**src/rtl/serial_add_sequencer.sv**
```systemverilog
// Digit-serial WIDTH-bit adder: one 2-bit adder slice driven LSB digit first,
// with the slice carry fed back through a flip-flop between digits.

module two_bit_adder (
    input  logic [1:0] a,
    input  logic [1:0] b,
    input  logic       cin,
    output logic [1:0] s,
    output logic       cout
);

    assign {cout, s} = {1'b0, a} + {1'b0, b} + {2'b00, cin};

endmodule

module serial_add_sequencer #(
    parameter int WIDTH = 8
) (
    input  logic             clk,
    input  logic             rst_n,
    input  logic             start,
    input  logic [WIDTH-1:0] op_a,
    input  logic [WIDTH-1:0] op_b,
    input  logic             cin,
    output logic             busy,
    output logic             done,
    output logic [WIDTH-1:0] sum,
    output logic             cout
);

    localparam int N  = WIDTH / 2;
    localparam int CW = (N > 1) ? $clog2(N) : 1;
    localparam logic [CW-1:0] LAST = CW'(N - 1);

    typedef enum logic [1:0] {
        IDLE = 2'd0,
        RUN  = 2'd1,
        DONE = 2'd2
    } state_t;

    state_t state;
    state_t state_nxt;

    logic [WIDTH-1:0] a_sh;
    logic [WIDTH-1:0] b_sh;
    logic             carry;
    logic [CW-1:0]    cnt;

    logic             accept;
    logic             step;
    logic             last;

    logic [1:0]       slice_s;
    logic             slice_cout;
    logic [WIDTH-1:0] sum_nxt;

    two_bit_adder u_slice (
        .a    (a_sh[1:0]),
        .b    (b_sh[1:0]),
        .cin  (carry),
        .s    (slice_s),
        .cout (slice_cout)
    );

    // New digit enters at the top; after N steps digit 0 sits in sum[1:0].
    generate
        if (WIDTH == 2) begin : g_narrow
            assign sum_nxt = slice_s;
        end else begin : g_wide
            assign sum_nxt = {slice_s, sum[WIDTH-1:2]};
        end
    endgenerate

    always_ff @(posedge clk or negedge rst_n) begin
        if (!rst_n) begin
            state <= IDLE;
        end else begin
            state <= state_nxt;
        end
    end

    always_comb begin
        state_nxt = state;
        unique case (state)
            IDLE: begin
                if (start) state_nxt = RUN;
            end
            RUN: begin
                if (cnt == LAST) state_nxt = DONE;
            end
            DONE: begin
                state_nxt = start ? RUN : IDLE;
            end
            default: state_nxt = IDLE;
        endcase
    end

    always_comb begin
        accept = start && (state == IDLE || state == DONE);
        step   = (state == RUN);
        last   = step && (cnt == LAST);
        busy   = (state == RUN);
        done   = (state == DONE);
    end

    always_ff @(posedge clk or negedge rst_n) begin
        if (!rst_n) begin
            a_sh  <= '0;
            b_sh  <= '0;
            carry <= 1'b0;
            cnt   <= '0;
            sum   <= '0;
            cout  <= 1'b0;
        end else if (accept) begin
            a_sh  <= op_a;
            b_sh  <= op_b;
            carry <= cin;
            cnt   <= '0;
            cout  <= 1'b0;
        end else if (step) begin
            a_sh  <= a_sh >> 2;
            b_sh  <= b_sh >> 2;
            carry <= slice_cout;
            cnt   <= cnt + 1'b1;
            sum   <= sum_nxt;
            if (last) cout <= slice_cout;
        end
    end

endmodule
```
**config.mk**
```make
export PLATFORM = sky130hd
export DESIGN_NAME = serial_add_sequencer
export DESIGN_NICKNAME = d
export VERILOG_FILES = /design/src/rtl/serial_add_sequencer.sv
export SDC_FILE = /design/constraint.sdc
export NUM_CORES = 1
export LEC_CHECK = 0
export BUFFER_PORTS_ARGS = -buffer_cell sky130_fd_sc_hd__buf_2
export CORE_MARGIN = 2
export CORE_UTILIZATION = 59
export CTS_BUF_LIST = sky130_fd_sc_hd__clkbuf_4 sky130_fd_sc_hd__clkbuf_8
export DETAILED_ROUTE_END_ITERATION = 10
export GPL_TIMING_DRIVEN = 0
export PLACE_DENSITY = 0.95
export SETUP_SLACK_MARGIN = 0.5
export SYNTH_ARGS = -nofsm -noshare
export SYNTH_HDL_FRONTEND = slang
export SYNTH_SLANG_ARGS = --single-unit
```
**constraint.sdc**
```tcl
create_clock -name clk -period 3.5 [get_ports clk]
set_input_delay 0.525 -clock clk [delete_from_list [all_inputs] [get_ports clk]]
set_output_delay 0.525 -clock clk [all_outputs]
set_load 0.02 [all_outputs]
```
==> results.cfg <==
[yosys]
ys_seq_elements = 30
avgSynthCellArea_sq_um = 10.63
synth_nets = 153
ys_seq_area_frac = 0.5435
ys_types = 25
synth_top_family_by_area = simple AND/OR/NAND/NOR gates
synth-compound-area-share = 0.1359
synth-xor-area-share = 0
synth_cells = 130
syn_area_sq_mm = 0.001381
yosys_warnings = 0
synthMuxAreaShare = 0.02989
synthSimpleGateAreaFrac = 0.1784
synth_fa_ha_area_frac = 0.03804

[detailed_routing]
remaining_drc_errors = 0
via_per_inst = 5.536
drtIter0Drc = 30
num_vias = 1085
first_pass_iters = 4
ant_nets = 0
wire_per_inst_um = 14.63
drt-total-wl_um = 2868

[clock_network]
cts_buffers = 5
cts.reportedPaths.clkPinSlew_ns = 0.10
post_cts_buffers = 0
cts_buffer_depth = 2
cts_tree = yes
holdBufCountCts = 0
cts_sinks = 30
cts_root_buf = clkbuf_4
htree_levels = 2
cts_resized = 0
clk_latency_ns = 0.33

[sta]
clock_skew_ns = 0.01499
period_share = 0.5810
relSlewSlack = 0.5653
final_hold_viol_count = 0
fin_tns_setup_ns = 0
rsz0062_at_grt = false
period_needed_ns = 2.034
slew_viol_final = 0
clock.fmax_ghz = 0.4917
setup_viol = 0
tightest_slew_ns = 0.6521
setup_ws_ns = 1.466

[pwr]
p_switching_w = 0.0006855
p_int_w = 0.0009671
clock_power_share = 0.134
max-vdd-ir-drop_v = 0.0006922
switching_share = 0.4148
seqPwrFrac = 0.378
p_comb_frac = 0.488
power_density_mw_per_mm2 = 1014
power_w = 0.001653
p_leak_nw = 0.8152

[setup_path]
setup.worst_path.class = reg2out
cp.arrival_ns = 1.51
critPathCaptureType = output pin
critPathRequiredTime_ns = 2.97
cp_max_fo = 10
start_kind = register
regToRegSetupSlack_ns = 1.90

[floorplanning]
core.rowCount = 17
core-area_sq_mm = 0.002212
die_y_um = 52.39
die_area_sq_mm = 0.002744
die_w_um = 52.39
initial_core_util = 0.6244
io_pins = 31

[run_status]
status = complete, no violations

[cells_and_area]
syn2layout_area_growth_pct = 18.03
multi_input_area_sq_um = 528.0
final_layout_size_suffix_gt1_frac = 0.3155
n_fill_cell = 177
fin_area_sq_mm = 0.001630
fin_util = 0.7370
num_antenna_cells = 0
seq_area_sq_um = 750.7
finish.net_count = 190

[place]
place.port_buffers = 30
dpl_cell_area_sq_mm = 0.001567
hpwl_um = 2005
place.gp.congestion = 0.7672
pre_cts_ws_ns = 1.821

[grt]
overflow = 0
grt_usage = 0.2554
grt_start_max_net_pins = 31
grt_first_pass_wirelength_um = 4774
antenna_found_initial = 0
grt_pass1_vias = 1043

[min_path]
hp-class = in2async

[job]
maxCapViolations = 0
[power groups by stage]
stage | sequential (W) | combinational (W) | clock [W]
5_1_grt | 0.000644 | 0.000917 | 0.000238
2_1_floorplan | 0.000659 | 0.000559 | 0
4_1_cts | 0.000623 | 0.000814 | 0.000224
6_report | 0.000624 | 0.000807 | 0.000222
3_3_place_gp | 0.000615 | 0.000770 | 0
3_5_place_dp | 0.000627 | 0.000809 | 0
[worst paths after layout]
path                                            end  cells after the start            startpoint
worst max-delay path                           busy                      6  state[1]$_DFFE_PN0P_
worst min-delay path             sum[0]$_DFFE_PN0P_                      1                 rst_n
worst max register to register    carry$_DFFE_PN0P_                      6   b_sh[0]$_DFFE_PN0P_
worst min register to register   sum[0]$_DFFE_PN0P_                      2    sum[0]$_DFFE_PN0P_
max in group asynchronous       b_sh[3]$_DFFE_PN0P_                      1                 rst_n
min in group clk                a_sh[6]$_DFFE_PN0P_                      2               op_a[6]
[cell type report]
| class | instances | area share |
|---|---|---|
| sequential | 30 | 0.4605 |
| inverter | 7 | 0.01919 |
| timing repair buffer | 30 | 0.09210 |
| multi-input combinational | 85 | 0.3239 |
| tap | 28 | 0.02149 |
| clock inverter | 1 | 0.003070 |
| buffer | 8 | 0.04375 |
| clock buffer | 7 | 0.03607 |
[synthesized netlist by cell type]
| master | n | area share |
|---|---|---|
| o22ai_1 | 10 | 0.045 |
| a211oi_1 | 3 | 0.016 |
| inv_6 | 1 | 0.0063 |
| buf_6 | 5 | 0.041 |
| nor2b_1 | 4 | 0.018 |
| and2_1 | 1 | 0.0045 |
| nand2b_1 | 2 | 0.0091 |
| a21oi_1 | 6 | 0.022 |
| ha_1 | 1 | 0.0091 |
| and2b_4 | 1 | 0.0072 |
| fa_1 | 2 | 0.029 |
| nand2_1 | 20 | 0.054 |
| nor2_1 | 10 | 0.027 |
| inv_1 | 6 | 0.016 |
| o21ai_0 | 4 | 0.014 |
| nor3_1 | 6 | 0.022 |
| mux2i_1 | 3 | 0.022 |
| buf_2 | 3 | 0.011 |
| nand3_1 | 1 | 0.0036 |
| dfrtp_1 | 30 | 0.54 |
| nor2_4 | 1 | 0.0082 |
| nand2b_4 | 1 | 0.010 |
| a22o_1 | 6 | 0.038 |
| mux2_2 | 1 | 0.0082 |
| nor3_2 | 2 | 0.014 |
[registers in the layout (all words and copies together) (netlist names)]
register / count
cnt: 2
carry: 1
b_sh: 8
sum: 8
a_sh: 8
state: 2
cout: 1
[placed cells by master, fill, tap and decap left out, drive strengths merged]
cell    Yosys  final
buf         8     38
nor2b       4      4
nor2       11     11
clkinv      0      1
ha          1      1
and2        1      1
nor3        8      8
mux2        1      1
mux2i       3      3
nand2      20     20
nand3       1      1
fa          2      2
a22o        6      6
and2b       1      1
clkbuf      0      7
o21ai       4      4
inv         7      7
a211oi      3      3
a21oi       6      6
dfrtp      30     30
o22ai      10     10
nand2b      3      3
[critical path, cell delays in order (launching register included)]
cell	delay (ns)
dfrtp_1	0.38
buf_6	0.14
nand2b_4	0.13
buf_6	0.13
inv_6	0.09
buf_6	0.14
buf_2	0.17
[metal layers]
| metal | global-route usage | up-vias | wire (um) |
|---|---|---|---|
| met3 | 0.08857 | 8 | 169 |
| li1 | - | 522 | - |
| met2 | 0.4021 | 37 | 1424 |
| met5 | 0 | - | 0 |
| met1 | 0.3198 | 518 | 1208 |
| met4 | 0.1068 | 0 | 66 |
[cells by family (layout without fill, tap and decap cells)]
kind of cell,Yosys count,in the layout
compound gates,29,29
flops,30,30
mux,4,4
simple gates,49,49
buf+inv,15,53
fa+ha+maj,3,3
[through the flow]
step / cells / hold slack [ns]
detailed placement: 188 / 0.4668
global placement: 188 / 0.4552
global route: 196 / 0.2362
finish: 196 / 0.2046
floorplan: 130 / 0.2294
CTS: 196 / 0.2132
No activity file was read; power rests on OpenSTA's default activity.
